--- src/rtl/mem_access_pkg.sv ---
// Shared definitions for the memory access controller.
//   - size encodings used on the CPU-side size input
//   - FSM state encoding; the state is also exported for debug
package mem_access_pkg;

  localparam logic [1:0] SZ_BYTE = 2'b00;
  localparam logic [1:0] SZ_HALF = 2'b01;
  localparam logic [1:0] SZ_WORD = 2'b10;
  localparam logic [1:0] SZ_RSVD = 2'b11;

  typedef enum logic [1:0] {
    IDLE = 2'd0,
    RD   = 2'd1,
    WR   = 2'd2,
    RESP = 2'd3
  } mem_state_e;

endpackage

--- src/rtl/mem_lane_merge.sv ---
// Combinational lane logic shared by the load and store paths.
// Big-endian: byte offset 0 is word[31:24], halfword offset 0 is word[31:16].
// Ports:
//   word      - full RAM word (captured read data)
//   wdata     - right-justified store data
//   size      - access size (SZ_*)
//   offset    - byte offset addr[1:0]
//   usgn      - 1 = zero-extend loads, 0 = sign-extend
//   load_data - selected and extended lane (word loads pass through)
//   merged    - word with the addressed lane replaced by wdata
module mem_lane_merge
  import mem_access_pkg::*;
(
  input  logic [31:0] word,
  input  logic [31:0] wdata,
  input  logic [1:0]  size,
  input  logic [1:0]  offset,
  input  logic        usgn,
  output logic [31:0] load_data,
  output logic [31:0] merged
);

  logic [7:0]  byte_lane;
  logic [15:0] half_lane;

  always_comb begin
    byte_lane = word[31:24];
    case (offset)
      2'd1:    byte_lane = word[23:16];
      2'd2:    byte_lane = word[15:8];
      2'd3:    byte_lane = word[7:0];
      default: byte_lane = word[31:24];
    endcase
    half_lane = offset[1] ? word[15:0] : word[31:16];

    load_data = word;
    merged    = wdata;
    case (size)
      SZ_BYTE: begin
        load_data = {{24{~usgn & byte_lane[7]}}, byte_lane};
        merged    = word;
        case (offset)
          2'd1:    merged[23:16] = wdata[7:0];
          2'd2:    merged[15:8]  = wdata[7:0];
          2'd3:    merged[7:0]   = wdata[7:0];
          default: merged[31:24] = wdata[7:0];
        endcase
      end
      SZ_HALF: begin
        load_data = {{16{~usgn & half_lane[15]}}, half_lane};
        merged    = word;
        if (offset[1]) merged[15:0] = wdata[15:0];
        else           merged[31:16] = wdata[15:0];
      end
      default: begin
        load_data = word;
        merged    = wdata;
      end
    endcase
  end

endmodule

--- src/rtl/mem_access_ctrl.sv ---
// CPU-to-word-RAM access controller: byte/halfword/word loads and stores
// on a 32-bit word RAM with a combinational read port.
// Handshake: a request is taken on a rising edge where req=1 and ready=1;
// ready is high only in IDLE. Every accepted request produces exactly one
// done pulse (with err/rdata) and no further request is taken until the
// cycle after that pulse.
// Ports:
//   clock, reset                    - clock, async active-high reset
//   req/ready                       - request handshake
//   we, size, usgn, addr, wdata     - request fields, captured at acceptance
//   done, rdata, err                - one-cycle response
//   ram_address, ram_writedata,
//   ram_load, ram_out               - word RAM port
//   dbg_state                       - current FSM state
module mem_access_ctrl
  import mem_access_pkg::*;
#(
  parameter int MEM_WORDS = 1000
) (
  input  logic        clock,
  input  logic        reset,
  input  logic        req,
  output logic        ready,
  input  logic        we,
  input  logic [1:0]  size,
  input  logic        usgn,
  input  logic [31:0] addr,
  input  logic [31:0] wdata,
  output logic        done,
  output logic [31:0] rdata,
  output logic        err,
  output logic [31:0] ram_address,
  output logic [31:0] ram_writedata,
  output logic        ram_load,
  input  logic [31:0] ram_out,
  output logic [1:0]  dbg_state
);

  mem_state_e  state, state_n;
  logic        we_q, usgn_q, err_q;
  logic [1:0]  size_q, off_q;
  logic [31:0] wdata_q, word_q;
  logic        bad_req;
  logic [31:0] load_data, merged;

  // Rejection is decided from the live inputs at the accepting edge.
  always_comb begin
    bad_req = 1'b0;
    if (size == SZ_RSVD)                         bad_req = 1'b1;
    if ((size == SZ_HALF) && addr[0])            bad_req = 1'b1;
    if ((size == SZ_WORD) && (addr[1:0] != 2'b00)) bad_req = 1'b1;
    if ({2'b00, addr[31:2]} >= 32'(MEM_WORDS))   bad_req = 1'b1;
  end

  always_comb begin
    state_n = state;
    case (state)
      IDLE: begin
        if (req) begin
          if (bad_req)              state_n = RESP;
          else if (!we)             state_n = RD;
          else if (size == SZ_WORD) state_n = WR;
          else                      state_n = RD;  // read-modify-write
        end
      end
      RD:      state_n = we_q ? WR : RESP;
      WR:      state_n = RESP;
      RESP:    state_n = IDLE;
      default: state_n = IDLE;
    endcase
  end

  always_ff @(posedge clock or posedge reset) begin
    if (reset) begin
      state       <= IDLE;
      we_q        <= 1'b0;
      usgn_q      <= 1'b0;
      err_q       <= 1'b0;
      size_q      <= SZ_BYTE;
      off_q       <= 2'b00;
      wdata_q     <= 32'h0;
      word_q      <= 32'h0;
      ram_address <= 32'h0;
    end else begin
      state <= state_n;
      if ((state == IDLE) && req) begin
        we_q        <= we;
        usgn_q      <= usgn;
        err_q       <= bad_req;
        size_q      <= size;
        off_q       <= addr[1:0];
        wdata_q     <= wdata;
        ram_address <= {2'b00, addr[31:2]};
      end
      if (state == RD) word_q <= ram_out;
    end
  end

  // For word stores the merge returns wdata unchanged, so one path serves all.
  mem_lane_merge u_lane (
    .word      (word_q),
    .wdata     (wdata_q),
    .size      (size_q),
    .offset    (off_q),
    .usgn      (usgn_q),
    .load_data (load_data),
    .merged    (merged)
  );

  assign ready         = (state == IDLE);
  assign ram_load      = (state == WR);
  assign done          = (state == RESP);
  assign err           = done & err_q;
  assign rdata         = (done && !err_q && !we_q) ? load_data : 32'h0;
  assign ram_writedata = ram_load ? merged : 32'h0;
  assign dbg_state     = state;

endmodule

--- config.mk ---
export PLATFORM = sky130hd
export DESIGN_NAME = mem_access_ctrl
export DESIGN_NICKNAME = d
export VERILOG_FILES = /design/src/rtl/mem_access_pkg.sv /design/src/rtl/mem_lane_merge.sv /design/src/rtl/mem_access_ctrl.sv
export SDC_FILE = /design/constraint.sdc
export NUM_CORES = 1
export LEC_CHECK = 0
export BUFFER_PORTS_ARGS = -buffer_cell sky130_fd_sc_hd__buf_2
export CAP_MARGIN = 10
export CORE_UTILIZATION = 30
export CTS_CLUSTER_SIZE = 12
export DETAILED_ROUTE_END_ITERATION = 8
export PLACE_DENSITY_LB_ADDON = 0.3
export SLEW_MARGIN = 20
export SYNTH_ARGS = -nofsm -noshare
export SYNTH_HDL_FRONTEND = slang
export SYNTH_HIERARCHICAL = 1
export SYNTH_SLANG_ARGS = --single-unit
--- constraint.sdc ---
create_clock -name clock -period 3.1 [get_ports clock]
set_input_delay 0 -clock clock [delete_from_list [all_inputs] [get_ports clock]]
set_output_delay 0 -clock clock [all_outputs]
set_load 0.01 [all_outputs]
=== Yosys cells after proc, flatten, opt, wreduce, memory -nomap -nowiden ===
Index checks and enable logic that the tools add are counted.

* Bitwise operators: 4
* Magnitude comparators: 1
* Equal/unequal tests: 11
* Muxes and demuxes: 22
* Reduce and logical (&&, ||, !) cells: 11

{| class="wikitable"
|+ Operator list
! kind !! count
|-
| $pmux 32 s2 || 2
|-
| $mux 32 || 2
|-
| $mux 16 || 3
|-
| $mux 8 || 4
|-
| $ge 30x10->1 const B || 1
|-
| $pmux 8 s3 || 1
|-
| $eq 2x2->1 const B || 6
|-
| $eq 2x1->1 const B || 4
|-
| $mux 2 || 4
|-
| $pmux 2 s4 || 1
|-
| $logic_and 1x1->1 || 5
|-
| $mux 1 || 5
|-
| $logic_not 2->1 || 2
|-
| $and 1x1->1 || 3
|-
| $reduce_or 3->1 || 1
|-
| $logic_not 1->1 || 2
|-
| $ne 2x2->1 const B || 1
|-
| $reduce_bool 2->1 || 1
|-
| $not 1->1 || 1
|}

* Logic and storage cells: 58
* Output and inout bits: 102
* Register bits after elaboration: 103
* Bits of input ports: 103

=== Depth between registers and ports, before layout ===
Gate-level depths: netlist of run 1.

* Depth in word-level cells: 8
* Mapped depth: 7
* Gate-level depth less buffers: 5

=== By module ===
Netlist of run 1, hierarchy kept.

{| class="wikitable"
|+ Modules (own cells, without submodules)
! module !! area an instance (µm²) !! sequential area each (µm²) !! times used !! cells each
|-
| mem_access_ctrl || 4433.0 || 2577.5 || 1 || 321
|-
| mem_lane_merge || 1762.9 || 0.0 || 1 || 238
|}

=== Worst setup path after synthesis of run 1 ===
OpenSTA, ideal clock, no wires.

* Path type: reg2reg
* Start point: register state[0] (netlist: dbg_state[0])
* End point: register off_q[0]
* Cell stages (with the launch flop): 6
* Slack: 1.451 ns
* Period minus slack after synthesis: 1.649 ns
* Required time: 2.975 ns
* Setup time: 0.125 ns
* Arrival time: 1.524 ns
* Buffers on the path: 1
* Path through: dfrtp_1 inv_1 ha_1 nand2_1 buf_2 mux2_2

* Longest elaborated chain between the ends: 2

{| class="wikitable"
|+ RTL lines
! what !! line !! RTL
|-
| start, declared || mem_access_ctrl.sv:39 || <nowiki>mem_state_e state, state_n;</nowiki>
|-
| start signal, assigned || mem_access_ctrl.sv:85 || <nowiki>state <= state_n;</nowiki>
|-
| $logic_not 2->1 || -- ||
|-
| net ready || mem_access_ctrl.sv:23 || <nowiki>output logic ready,</nowiki>
|-
| $logic_and 1x1->1 || mem_access_ctrl.sv:86 || <nowiki>if ((state == IDLE) && req) begin</nowiki>
|-
| end signal, assigned || mem_access_ctrl.sv:91 || <nowiki>off_q <= addr[1:0];</nowiki>
|-
| end, declared || mem_access_ctrl.sv:41 || <nowiki>logic [1:0] size_q, off_q;</nowiki>
|}

The timed path passes the listed nets, and every way through them passes these cells.
A chain may end at the register's enable or synchronous reset.

=== Worst setup path in the final report of run 1 ===
* Start point: register size_q[1]
* End point: output rdata[14]

* Longest elaborated chain between the ends: 3
* Elaborated cells between the ends (all ways): 4
* Classes of those cells: 1 x eq/ne; 2 x mux; 1 x reduce/logical

{| class="wikitable"
|+ RTL lines
! what !! line !! RTL
|-
| start, declared || mem_access_ctrl.sv:41 ||
|-
| start signal, assigned || mem_access_ctrl.sv:90 || <nowiki>size_q <= size;</nowiki>
|-
| $eq 2x1->1 / $logic_not 2->1 (equally long branches) || mem_lane_merge.sv:38 || <nowiki>case (size)</nowiki>
|-
| $pmux 32 s2 * || mem_lane_merge.sv:38 ||
|-
| net load_data[14] || mem_access_ctrl.sv:44 || <nowiki>logic [31:0] load_data, merged;</nowiki>
|-
| $mux 32 * || mem_access_ctrl.sv:114 || <nowiki>assign rdata = (done && !err_q && !we_q) ? load_data : 32'h0;</nowiki>
|-
| end, declared || mem_access_ctrl.sv:30 || <nowiki>output logic [31:0] rdata,</nowiki>
|}

Mark *: on every way through the listed nets, which the timed path passes. The rest lies on a longest branch.

==> results of run 1 <==
## layout by cell type (no fill, tap or decap), types with 2 or more instances in the layout
cell and instances:
sky130_fd_sc_hd__conb_1 2, sky130_fd_sc_hd__mux2i_1 40, sky130_fd_sc_hd__and2_1 65, sky130_fd_sc_hd__dlygate4sd3_1 102, sky130_fd_sc_hd__inv_4 2, sky130_fd_sc_hd__mux2_2 109, sky130_fd_sc_hd__nor2_2 3, sky130_fd_sc_hd__nor4_1 6
sky130_fd_sc_hd__or2_2 2, sky130_fd_sc_hd__a22o_1 15, sky130_fd_sc_hd__inv_1 4, sky130_fd_sc_hd__dfrtp_1 101, sky130_fd_sc_hd__dfrtp_2 2, sky130_fd_sc_hd__buf_4 12, sky130_fd_sc_hd__a221o_1 9, sky130_fd_sc_hd__ha_1 4
sky130_fd_sc_hd__nand2_1 65, sky130_fd_sc_hd__inv_6 2, sky130_fd_sc_hd__clkbuf_16 9, sky130_fd_sc_hd__nor2b_1 8, sky130_fd_sc_hd__buf_2 202, sky130_fd_sc_hd__o21ai_0 6, sky130_fd_sc_hd__o22ai_1 8, sky130_fd_sc_hd__a221oi_1 7
sky130_fd_sc_hd__a22oi_1 8, sky130_fd_sc_hd__clkinv_4 2, sky130_fd_sc_hd__mux4_2 7, sky130_fd_sc_hd__nor3_1 2, sky130_fd_sc_hd__nand3_1 2, sky130_fd_sc_hd__nor2_1 5, sky130_fd_sc_hd__o221ai_1 16
## final cells by class
cell class	instances	area (µm²)	share of cell area [%]
Inverter	6	27.5	0.314
Clock inverter	6	62.6	0.713
Timing Repair Buffer	317	2140	24.4
Antenna cell	1	2.50	0.0285
Multi-Input combinational cell	407	3380	38.6
Sequential cell	103	2580	29.4
Tap cell	270	338	3.85
Clock buffer	10	239	2.72
## metal layers
| layer | routed length [µm] | part of all wire, % | global-route usage, % | vias to the layer above |
|---|---|---|---|---|
| met5 | 0 | 0 | 0 | - |
| met4 | 182 | 0.90 | 3.63 | 0 |
| met3 | 1410 | 7.0 | 5.83 | 14 |
| met2 | 9480 | 47 | 31.4 | 178 |
| met1 | 9050 | 45 | 25.3 | 2640 |
| li1 | - | - | - | 2608 |
## registers in the layout, summed over array words and instances (netlist names)
register / cells
off_q: 2
word_q: 32
size_q: 2
err_q: 1
wdata_q: 32
dbg_state: 2
usgn_q: 1
we_q: 1
ram_address: 30
## per-stage QoR
step	std cells	util, %	hold slack, ns	worst slack (ns)
CTS	1119	43.4	0.383	0.307
finish	1120	43.4	0.337	0.315
global placement	1001	36.8	0.231	0.792
floorplan	560	-	0.147	0.396
global route	1120	43.4	0.407	0.144
detailed placement	1001	36.8	0.222	0.712
## where the power goes
| group | total (mW) | switching, mW | internal, mW |
|---|---|---|---|
| clock network | 1.17 | 0.578 | 0.589 |
| logic | 4.78 | 2.26 | 2.52 |
| registers | 3.04 | 1.00 | 2.04 |
| total | 8.98 | 3.84 | 5.14 |
## worst max-delay path by stage
stage | start | endpoint | slack, ns | depth (start not counted)
after detailed placement | size_q[1] | rdata[10] | 0.71 | 6
final | size_q[1] | rdata[14] | 0.31 | 6
after CTS | size_q[1] | rdata[10] | 0.31 | 6
after global routing | size_q[1] | rdata[14] | 0.14 | 6
after global placement | size_q[1] | rdata[27] | 0.79 | 6
after floorplan | reset | dbg_state[0] | 0.40 | 1
## repair_timing
item / CTS / global route
hold buffers: 102 / 0
setup buffers: 0 / 0
resized for setup: 0 / 0
endpoints found under the hold margin: 162 / 0
## kinds of logic after synthesis
kind of cell,Yosys count,share of synthesized area [%]
compound gates,79,10.5
fa+ha+maj,4,0.808
buf+inv,50,3.98
flops,103,41.6
mux,156,28.8
other cells,1,0.0605
simple gates,166,14.2
## critical path: cells and delay by family, from the launching register on
family          cells  cell delay [ns]
flops               1             0.58
simple gates        4             1.56
compound gates      1             0.16
buf+inv             1             0.12
==> summary.txt, run 1 <==
Drt
  – Number of routed nets with antenna violations: 0
  – Total wire length: 20.1 mm
  – Post-route DRC violation count: 0
  – Vias post-DR: 5440
  – Wirelength per Cell: 18.0 µm
  – Detailed-routing iteration count for the pre-antenna-repair pass: 4
  – DRT iter0 DRCs: 262
  – Average via count per standard cell: 4.86

Synthesis
  – Synthesized area: 6200 µm²
  – Per-instance average area after synthesis: 11.1 µm²
  – Post-Syn Instances: 559
  – Library cell occupying the most area in the post-synthesis netlist: sky130_fd_sc_hd__dfrtp_1
  – Synth unique cells: 47
  – Share of synthesized flip-flops with an asynchronous set or reset: 100%
  – Proportion of synthesized chip area in sequential cells: 41.6%
  – Top-area cell type share of the netlist area: 41.6%
  – Number of synthesized register bits: 103
  – Most frequently used flop master after synthesis: sky130_fd_sc_hd__dfrtp_1
  – Leading post-synthesis cells by cell area: sky130_fd_sc_hd__dfrtp_1 (42%), sky130_fd_sc_hd__mux2_2 (20%), sky130_fd_sc_hd__and2_1 (6.6%)
  – Most common cell in the synthesized netlist: sky130_fd_sc_hd__mux2_2
  – Count of flip-flops with a built-in enable after synthesis: 0
  – Number of warnings issued by yosys: 6
  – Ranking of synthesized cells by instance count: sky130_fd_sc_hd__mux2_2 (109), sky130_fd_sc_hd__dfrtp_1 (103), sky130_fd_sc_hd__nand2_1 (66)

Global routing
  – Number of global-route vias before repair: 5585
  – Total congestion overflow after global routing: 0
  – Largest net degree at the start of global routing: 65
  – First-pass GRT wire length: 31.8 mm
  – Total GRT Usage: 19.3%
  – Antenna violations before repair: 1

Die
  – Die area: 21200 µm²
  – Die Y-Extent: 146 µm
  – Number of placed I/O pins: 205
  – Initial standard-cell utilization of the core: 30.6%
  – Width of the die: 146 µm
  – Placeable core region: 20200 µm²
  – Floorplan row count: 52

STA
  – Unrepaired setup endpoints after global routing: no
  – Slew at the pin with the worst max-slew slack: 1.06 ns
  – Clock tree skew after final layout: 0.00661 ns
  – Setup TNS after final layout: 0 ns
  – Number of setup violations in the final report: 0
  – Final critical delay including setup and external delays: 2.79 ns
  – Period Utilization, post-route: 89.9%
  – Max frequency: 359 MHz
  – Slew Limit Headroom: 29.0%
  – Fin. Hold Viols: 0
  – Pins over their slew limit: 0

Critical path
  – Setup slack, reg-to-reg: 1.10 ns
  – Critical path capture point type: primary output
  – Worst reg2reg path depth: 5
  – Crit path arrival time: 2.79 ns
  – CP startpoint kind: flip-flop
  – Worst endpoint required time: 3.10 ns
  – End of the worst register-to-register path: wdata_q[18]
  – Worst setup path category: reg -> out
  – Crit-path cells: nor2_1 -> nand3b_1 -> nor2_2 -> a221o_1 -> and2_1 -> buf_2
  – Reg2reg start: dbg_state[0]
  – Slowest stage cell, crit path: sky130_fd_sc_hd__nor2_1
  – Maximum fanout along the worst path: 27
  – Slowest stage delay, CP: 0.87 ns

CTS
  – Clk_lat worst skew: 0.36 ns
  – Library cell used as clock root buffer: sky130_fd_sc_hd__clkbuf_16
  – Number of sinks on the clock net: 103
  – Clock Tree Buf Depth: 2
  – Clock tree from TritonCTS: built
  – Clock transition at path regs: 0.08 ns
  – H-tree Lvls: 3
  – CTS Buf Count: 9

Place
  – Routability congestion estimate: 0.807
  – Number of I/O port buffers: 202
  – Post-detailed-placement cell area: 7450 µm²
  – Detailed-placement wirelength estimate: 14.5 mm

Cells and area
  – Area added between synthesis and finish: 41.6%
  – Fill cell count: 2012
  – Post-layout net count: 951
  – Layout cells sized above 1: 42.9%
  – Final design instance area without fill: 8770 µm²

Power and ir drop
  – PwrDens: 1020 nW/µm²
  – Leakage component of the power: 4.14 nW
  – Pwr Total: 8.98 mW
  – Peak ir drop on the vdd network: 0.392 mV

Worst hold path
  – Min-delay worst type: in -> async

Run
  – Max-capacitance violation count: 0

Status
  – Run status: finished, final reports clean
(Power assumes the default switching activity.)
==> run 2: changes to the inputs <==
HOLD_SLACK_MARGIN = 0.05   (was default)
PLACE_DENSITY_LB_ADDON = default   (was 0.3)
==> run 2 against run 1 <==
Against the previous run:
- register-to-register slack better by 0.05 ns
- largest cell class unchanged
- cell area unchanged
- combinational power down 0.8%
- critical endpoint is now rdata[12]
- sequential power up 1%
- clock power about the same
- critical path type unchanged
- highest routed layer unchanged
- routed wire length up 1.7%
- sequential share of layout area unchanged
- global-route usage up 0.26 points
==> summary.txt, run 2 (synthesis gave the netlist of run 1 again) <==
Global routing
  – Antenna violations before repair: 0 (-1)
  – Total congestion overflow after global routing: 0 (unchanged)
  – First-pass GRT wire length: 31.7 mm (-0.26%)
  – Number of global-route vias before repair: 5483 (-1.8%)
  – Largest net degree at the start of global routing: 61 (-6.2%)
  – Total GRT Usage: 19.5% (+0.26 points)

Cells and area
  – Registers with the highest flip-flop counts: wdata_q: 32 flops, word_q: 32 flops, ram_address: 30 flops
  – Area added between synthesis and finish: 41.6% (unchanged)
  – Commonest cells after routing, fill and taps aside: sky130_fd_sc_hd__buf_2 (202), sky130_fd_sc_hd__mux2_2 (109), sky130_fd_sc_hd__dlygate4sd3_1 (102), sky130_fd_sc_hd__dfrtp_1 (101)
  – End-of-flow core utilization: 43.4% (unchanged)
  – Final antenna diode count: 0 (-1)
  – Post-layout net count: 950 (-0.11%)
  – Number of standard cells in the final layout excluding fillers: 1118 (-0.18%)
  – Register area: 2580 µm² (unchanged)
  – Area used by multi-input combinational logic: 3380 µm² (unchanged)
  – Most common cell after layout, fill and taps aside: sky130_fd_sc_hd__buf_2
  – Final design instance area without fill: 8770 µm² (unchanged)
  – Layout cells sized above 1: 42.8% (-0.067 points)
  – Fill cell count: 1911 (-5.0%)

Critical path
  – Critical path capture point type: primary output
  – Reg2reg start: dbg_state[0]
  – CP startpoint kind: flip-flop
  – End of the worst register-to-register path: ram_address[18]
  – Crit path arrival time: 2.56 ns (-0.23 ns)
  – Maximum fanout along the worst path: 48 (+78%)
  – Setup slack, reg-to-reg: 1.15 ns (+0.05 ns)
  – Worst reg2reg path depth: 5 (unchanged)
  – Worst setup path category: reg -> out
  – Worst endpoint required time: 3.10 ns (about the same)

Die
  – Floorplan row count: 52 (unchanged)
  – Placeable core region: 20200 µm² (unchanged)
  – Die area: 21200 µm² (unchanged)
  – Number of placed I/O pins: 205 (unchanged)
  – Width of the die: 146 µm (unchanged)
  – Die Y-Extent: 146 µm (unchanged)
  – Initial standard-cell utilization of the core: 30.6% (unchanged)

STA
  – Setup TNS after final layout: 0 ns (unchanged)
  – Slew Limit Headroom: 36.8% (+7.8 points)
  – Pins over their slew limit: 0 (unchanged)
  – Final setup slack of the worst path: 0.540 ns (+0.226 ns)
  – Final critical delay including setup and external delays: 2.56 ns (-0.226 ns)
  – Smallest hold slack: 0.345 ns (+0.00827 ns)
  – Period Utilization, post-route: 82.6% (-7.3 points)
  – Fin. Hold Viols: 0 (unchanged)
  – Max frequency: 391 MHz (+8.8%)
  – Unrepaired setup endpoints after global routing: no
  – Slew at the pin with the worst max-slew slack: 0.948 ns (-0.113 ns)
  – Clock tree skew after final layout: 0.0135 ns (+0.00693 ns)
  – Number of setup violations in the final report: 0 (unchanged)

Power and ir drop
  – Pwr Total: 8.97 mW (-0.22%)
  – Internal Power: 5.15 mW (about the same)
  – Leakage component of the power: 4.13 nW (-0.20%)
  – Logic gate share of total power: 52.8% (-0.4 points)
  – Portion of total power attributed to the clock network: 12.8% (-0.2 points)
  – Switching portion of total power: 42.6% (-0.18 points)
  – PwrDens: 1020 nW/µm² (-0.22%)
  – Power spent charging and discharging nets: 3.82 mW (-0.63%)
  – Peak ir drop on the vdd network: 0.548 mV (+40%)
  – Register share of total power: 34.3% (+0.5 points)

Run
  – Max-capacitance violation count: 0 (unchanged)

Drt
  – Average via count per standard cell: 4.85 (-0.12%)
  – Wirelength per Cell: 18.3 µm (+1.8%)
  – Number of routed nets with antenna violations: 0 (unchanged)
  – Post-route DRC violation count: 0 (unchanged)
  – Vias post-DR: 5424 (-0.29%)
  – Detailed-routing iteration count for the pre-antenna-repair pass: 4 (unchanged)
  – DRT iter0 DRCs: 236 (-9.9%)
  – Total wire length: 20.5 mm (+1.7%)

Place
  – Post-detailed-placement cell area: 7450 µm² (about the same)
  – Number of I/O port buffers: 202 (unchanged)
  – Routability congestion estimate: 0.781 (-3.2%)
  – Detailed-placement wirelength estimate: 14.7 mm (+1.4%)
  – Cell count after placement: 1000 (-0.10%)
  – Pre-CTS setup slack: 0.902 ns (+0.190 ns)

CTS
  – CTS Buf Count: 9 (unchanged)
  – Clock tree from TritonCTS: built
  – Library cell used as clock root buffer: sky130_fd_sc_hd__clkbuf_16
  – H-tree Lvls: 3 (unchanged)
  – Clock transition at path regs: 0.08 ns (about the same)
  – Clk_lat worst skew: 0.35 ns (about the same)
  – Clock Tree Buf Depth: 2 (unchanged)
  – Post-CTS setup-driven buffer insertion count: 0 (unchanged)
  – Number of sinks on the clock net: 103 (unchanged)

Status
  – Run status: finished, final reports clean

Worst hold path
  – Min-delay worst type: in -> async
[run 2: cell types whose count changed in the layout (fill, tap and decap cells not counted)]
cell,delta
sky130_fd_sc_hd__clkinvlp_4,+2
sky130_fd_sc_hd__diode_2,-1
sky130_fd_sc_hd__clkinv_4,-2
sky130_fd_sc_hd__buf_4,-2
sky130_fd_sc_hd__buf_12,+1
[run 2: worst max-delay path by stage]
stage | to | slack (ns) | start
after floorplan | dbg_state[0] | 0.40 | reset
after global placement | rdata[27] | 0.98 | size_q[1]
after detailed placement | rdata[27] | 0.90 | size_q[1]
after CTS | rdata[27] | 0.50 | size_q[1]
after global routing | rdata[14] | 0.26 | size_q[1]
final | rdata[12] | 0.54 | size_q[1]
[run 2: critical path, stage by stage (launching register included)]
cell                       delay (ns)
sky130_fd_sc_hd__dfrtp_2         0.71
sky130_fd_sc_hd__nor2_1          0.57
sky130_fd_sc_hd__nand3b_1        0.19
sky130_fd_sc_hd__nor2_2          0.31
sky130_fd_sc_hd__a221o_1         0.18
sky130_fd_sc_hd__and2_1          0.11
sky130_fd_sc_hd__buf_2           0.12
[run 2: routing by layer]
| layer | vias up | wire, µm | track usage (%) |
|---|---|---|---|
| met5 | - | 0 | 0 |
| met4 | 0 | 231 | 4.53 |
| met3 | 12 | 1480 | 5.52 |
| met2 | 199 | 9700 | 31.6 |
| met1 | 2615 | 9050 | 25.7 |
| li1 | 2598 | - | - |
[run 2: what timing repair did]
item,in CTS,in global routing
gates resized for setup,0,0
hold buffers,102,0
hold endpoints to repair,160,0
[run 2: cell type report]
cell class / count / area share, %
Clock buffer: 10 / 2.72
Timing Repair Buffer: 316 / 24.5
Multi-Input combinational cell: 407 / 38.6
Clock inverter: 6 / 0.684
Sequential cell: 103 / 29.4
Inverter: 6 / 0.314
Tap cell: 270 / 3.85
[run 2: power groups by stage]
stage                     Sequential [mW]  Clock (mW)  Combinational (mW)
after global routing                 3.20        1.24                5.20
after detailed placement             3.09           0                4.68
after CTS                            3.07        1.20                4.79
after floorplan                      2.65           0                3.52
after global placement               3.07           0                4.63
final                                3.08        1.15                4.74
==> run 3: changes to the inputs <==
clock period = 2.43 ns   (was 3.1 ns; I/O delays follow)
==> run 3 against run 2 <==
Against the previous run:
- die area is the same
- sequential cell count unchanged
- clock skew shrank 0.0050 ns
- critical path depth unchanged
- largest power group unchanged
==> summary.txt, run 3 (synthesis gave the netlist of run 1 again) <==
Status
  – Run status: finished, final reports clean

Drt
  – DRT iter0 DRCs: 258 (+9.3%)
  – Wirelength per Cell: 18.7 µm (+2.1%)
  – Vias post-DR: 5539 (+2.1%)
  – Routed metal-1 wire length: 9.20 mm (+1.7%)
  – Uppermost layer routed: met4
  – Met3 wire len: 1.54 mm (+4.2%)
  – Average via count per standard cell: 4.93 (+1.6%)
  – Number of routed nets with antenna violations: 0 (unchanged)
  – Met2 WL: 10.0 mm (+3.1%)
  – Post-route DRC violation count: 0 (unchanged)
  – Total wire length: 21.0 mm (+2.6%)
  – Detailed-routing iteration count for the pre-antenna-repair pass: 8 (+4)

Critical path
  – Crit-path cells: mux2_2 -> nand3_1 -> o21a_2 -> nand2_1 -> and2_1 -> buf_2
  – Reg2reg start: dbg_state[0]
  – Critical path capture point type: primary output
  – CP startpoint kind: flip-flop
  – Maximum fanout along the worst path: 16 (-67%)
  – Crit path arrival time: 2.22 ns (-0.34 ns)
  – Worst setup path category: reg -> out
  – Worst reg2reg path depth: 5 (unchanged)
  – Slowest stage cell, crit path: sky130_fd_sc_hd__dfrtp_2
  – Worst endpoint required time: 2.43 ns (-0.67 ns)
  – Crit-path leading delay family: flip-flops
  – Setup slack, reg-to-reg: 0.55 ns (-0.60 ns)
  – Number of buffer and inverter instances along the worst setup path: 1 (unchanged)
  – Slowest stage delay, CP: 0.64 ns (-0.07 ns)
  – End of the worst register-to-register path: size_q[1]

Die
  – Initial standard-cell utilization of the core: 30.6% (unchanged)
  – Floorplan row count: 52 (unchanged)
  – Die area: 21200 µm² (unchanged)
  – Die Y-Extent: 146 µm (unchanged)
  – Number of placed I/O pins: 205 (unchanged)
  – Placeable core region: 20200 µm² (unchanged)
  – Width of the die: 146 µm (unchanged)

Power and ir drop
  – Switching portion of total power: 43.0% (+0.41 points)
  – Register share of total power: 33.3% (-1.0 points)
  – Peak ir drop on the vdd network: 0.594 mV (+8.4%)
  – Leakage component of the power: 4.18 nW (+1.3%)
  – PwrDens: 1330 nW/µm² (+30%)
  – Internal Power: 6.75 mW (+31%)
  – Power spent charging and discharging nets: 5.09 mW (+33%)
  – Logic gate share of total power: 53.1% (+0.3 points)
  – Portion of total power attributed to the clock network: 13.6% (+0.8 points)

CTS
  – Clk_lat worst skew: 0.36 ns (about the same)
  – Clock Tree Buf Depth: 2 (unchanged)
  – Clock tree from TritonCTS: built
  – CTS Buf Count: 9 (unchanged)
  – H-tree Lvls: 3 (unchanged)
  – Number of sinks on the clock net: 103 (unchanged)
  – Clock transition at path regs: 0.08 ns (about the same)
  – Library cell used as clock root buffer: sky130_fd_sc_hd__clkbuf_16

Worst hold path
  – Min-delay worst type: in -> async

Place
  – Cell count after placement: 1006 (+0.60%)
  – Number of I/O port buffers: 202 (unchanged)
  – Routability congestion estimate: 0.804 (+2.9%)
  – Pre-CTS setup slack: 0.486 ns (-0.417 ns)
  – Detailed-placement wirelength estimate: 15.1 mm (+2.7%)

STA
  – Pins over their slew limit: 0 (unchanged)
  – Final critical delay including setup and external delays: 2.22 ns
  – Final setup slack of the worst path: 0.212 ns (-0.328 ns)
  – Unrepaired setup endpoints after global routing: no
  – Number of setup violations in the final report: 0 (unchanged)
  – Slew at the pin with the worst max-slew slack: 0.795 ns (-0.152 ns)
  – Setup TNS after final layout: 0 ns (unchanged)
  – Clock tree skew after final layout: 0.00856 ns (-0.00499 ns)
  – Max frequency: 451 MHz
  – Period Utilization, post-route: 91.3%
  – Fin. Hold Viols: 0 (unchanged)
  – Slew Limit Headroom: 46.9% (+10 points)

Global routing
  – Antenna violations before repair: 0 (unchanged)
  – Largest net degree at the start of global routing: 46 (-25%)
  – First-pass GRT wire length: 33.1 mm (+4.3%)
  – Number of global-route vias before repair: 5750 (+4.9%)
  – Total congestion overflow after global routing: 0 (unchanged)
  – Total GRT Usage: 20.2% (+0.71 points)

Cells and area
  – Registers with the highest flip-flop counts: wdata_q: 32 flops, word_q: 32 flops, ram_address: 30 flops
  – Commonest cells after routing, fill and taps aside: sky130_fd_sc_hd__buf_2 (202), sky130_fd_sc_hd__mux2_2 (109), sky130_fd_sc_hd__dlygate4sd3_1 (102), sky130_fd_sc_hd__dfrtp_1 (100)
  – Number of standard cells in the final layout excluding fillers: 1124 (+0.54%)
  – Final antenna diode count: 0 (unchanged)
  – Most common cell after layout, fill and taps aside: sky130_fd_sc_hd__buf_2
  – Post-layout net count: 956 (+0.63%)
  – Fill cell count: 1951 (+2.1%)
  – Layout cells sized above 1: 43.4% (+0.64 points)
  – Area added between synthesis and finish: 43.3%

Run
  – Max-capacitance violation count: 0 (unchanged)
run 3: final cells by class:
class	instances	area, µm²	area share, %
Sequential cell	103	2580	29.1
Multi-Input combinational cell	407	3400	38.3
Timing Repair Buffer	322	2200	24.8
Clock inverter	7	100	1.13
Tap cell	270	338	3.80
Clock buffer	9	225	2.54
Inverter	6	28.8	0.324
run 3: worst max path at each step:
stage,endpoint,from,slack [ns],depth (start not counted)
6_report,rdata[27],off_q[1],0.21,6
5_1_grt,rdata[13],size_q[1],0.03,7
4_1_cts,ram_writedata[1],off_q[1],0.09,6
3_5_place_dp,ram_writedata[1],off_q[1],0.49,6
3_3_place_gp,ram_writedata[2],off_q[1],0.51,6
2_1_floorplan,off_q[0],dbg_state[0],0.78,5
run 3: what timing repair did:
| action | 4_1_cts | 5_1_grt |
|---|---|---|
| endpoints found under the setup margin | 0 | 39 |
| endpoints found under the hold margin | 135 | 0 |
| gates resized for setup | 0 | 5 |
| buffers inserted | 0 | 0 |
| hold buffers | 102 | 0 |
run 3: metal layers:
metal	up-vias	global-route usage [%]
met5	-	0
met4	0	4.79
met3	20	5.08
met2	217	33.3
met1	2682	26.5
li1	2620	-
run 3: worst reg2reg max path: stages, from the launching register on:
cell and delay [ns]:
sky130_fd_sc_hd__dfrtp_1 0.43, sky130_fd_sc_hd__inv_1 0.08, sky130_fd_sc_hd__ha_1 0.30, sky130_fd_sc_hd__nand2_4 0.32
sky130_fd_sc_hd__buf_12 0.26, sky130_fd_sc_hd__mux2_2 0.37
run 3: power groups by stage:
stage	logic (mW)	registers, mW	clock network (mW)
floorplan	4.49	3.38	0
global placement	6.10	3.91	0
detailed placement	6.15	3.93	0
CTS	6.29	3.90	1.66
global route	6.88	4.08	1.70
finish	6.29	3.94	1.61
run 3: through the flow:
step,util [%],power [mW],area (µm²),hold WS [ns]
2_1_floorplan,-,7.87,6200,0.147
3_3_place_gp,37.2,10.0,7520,0.189
3_5_place_dp,37.2,10.1,7520,0.192
4_1_cts,43.8,11.9,8860,0.347
5_1_grt,43.9,12.7,8880,0.392
6_report,43.9,11.8,8880,0.319
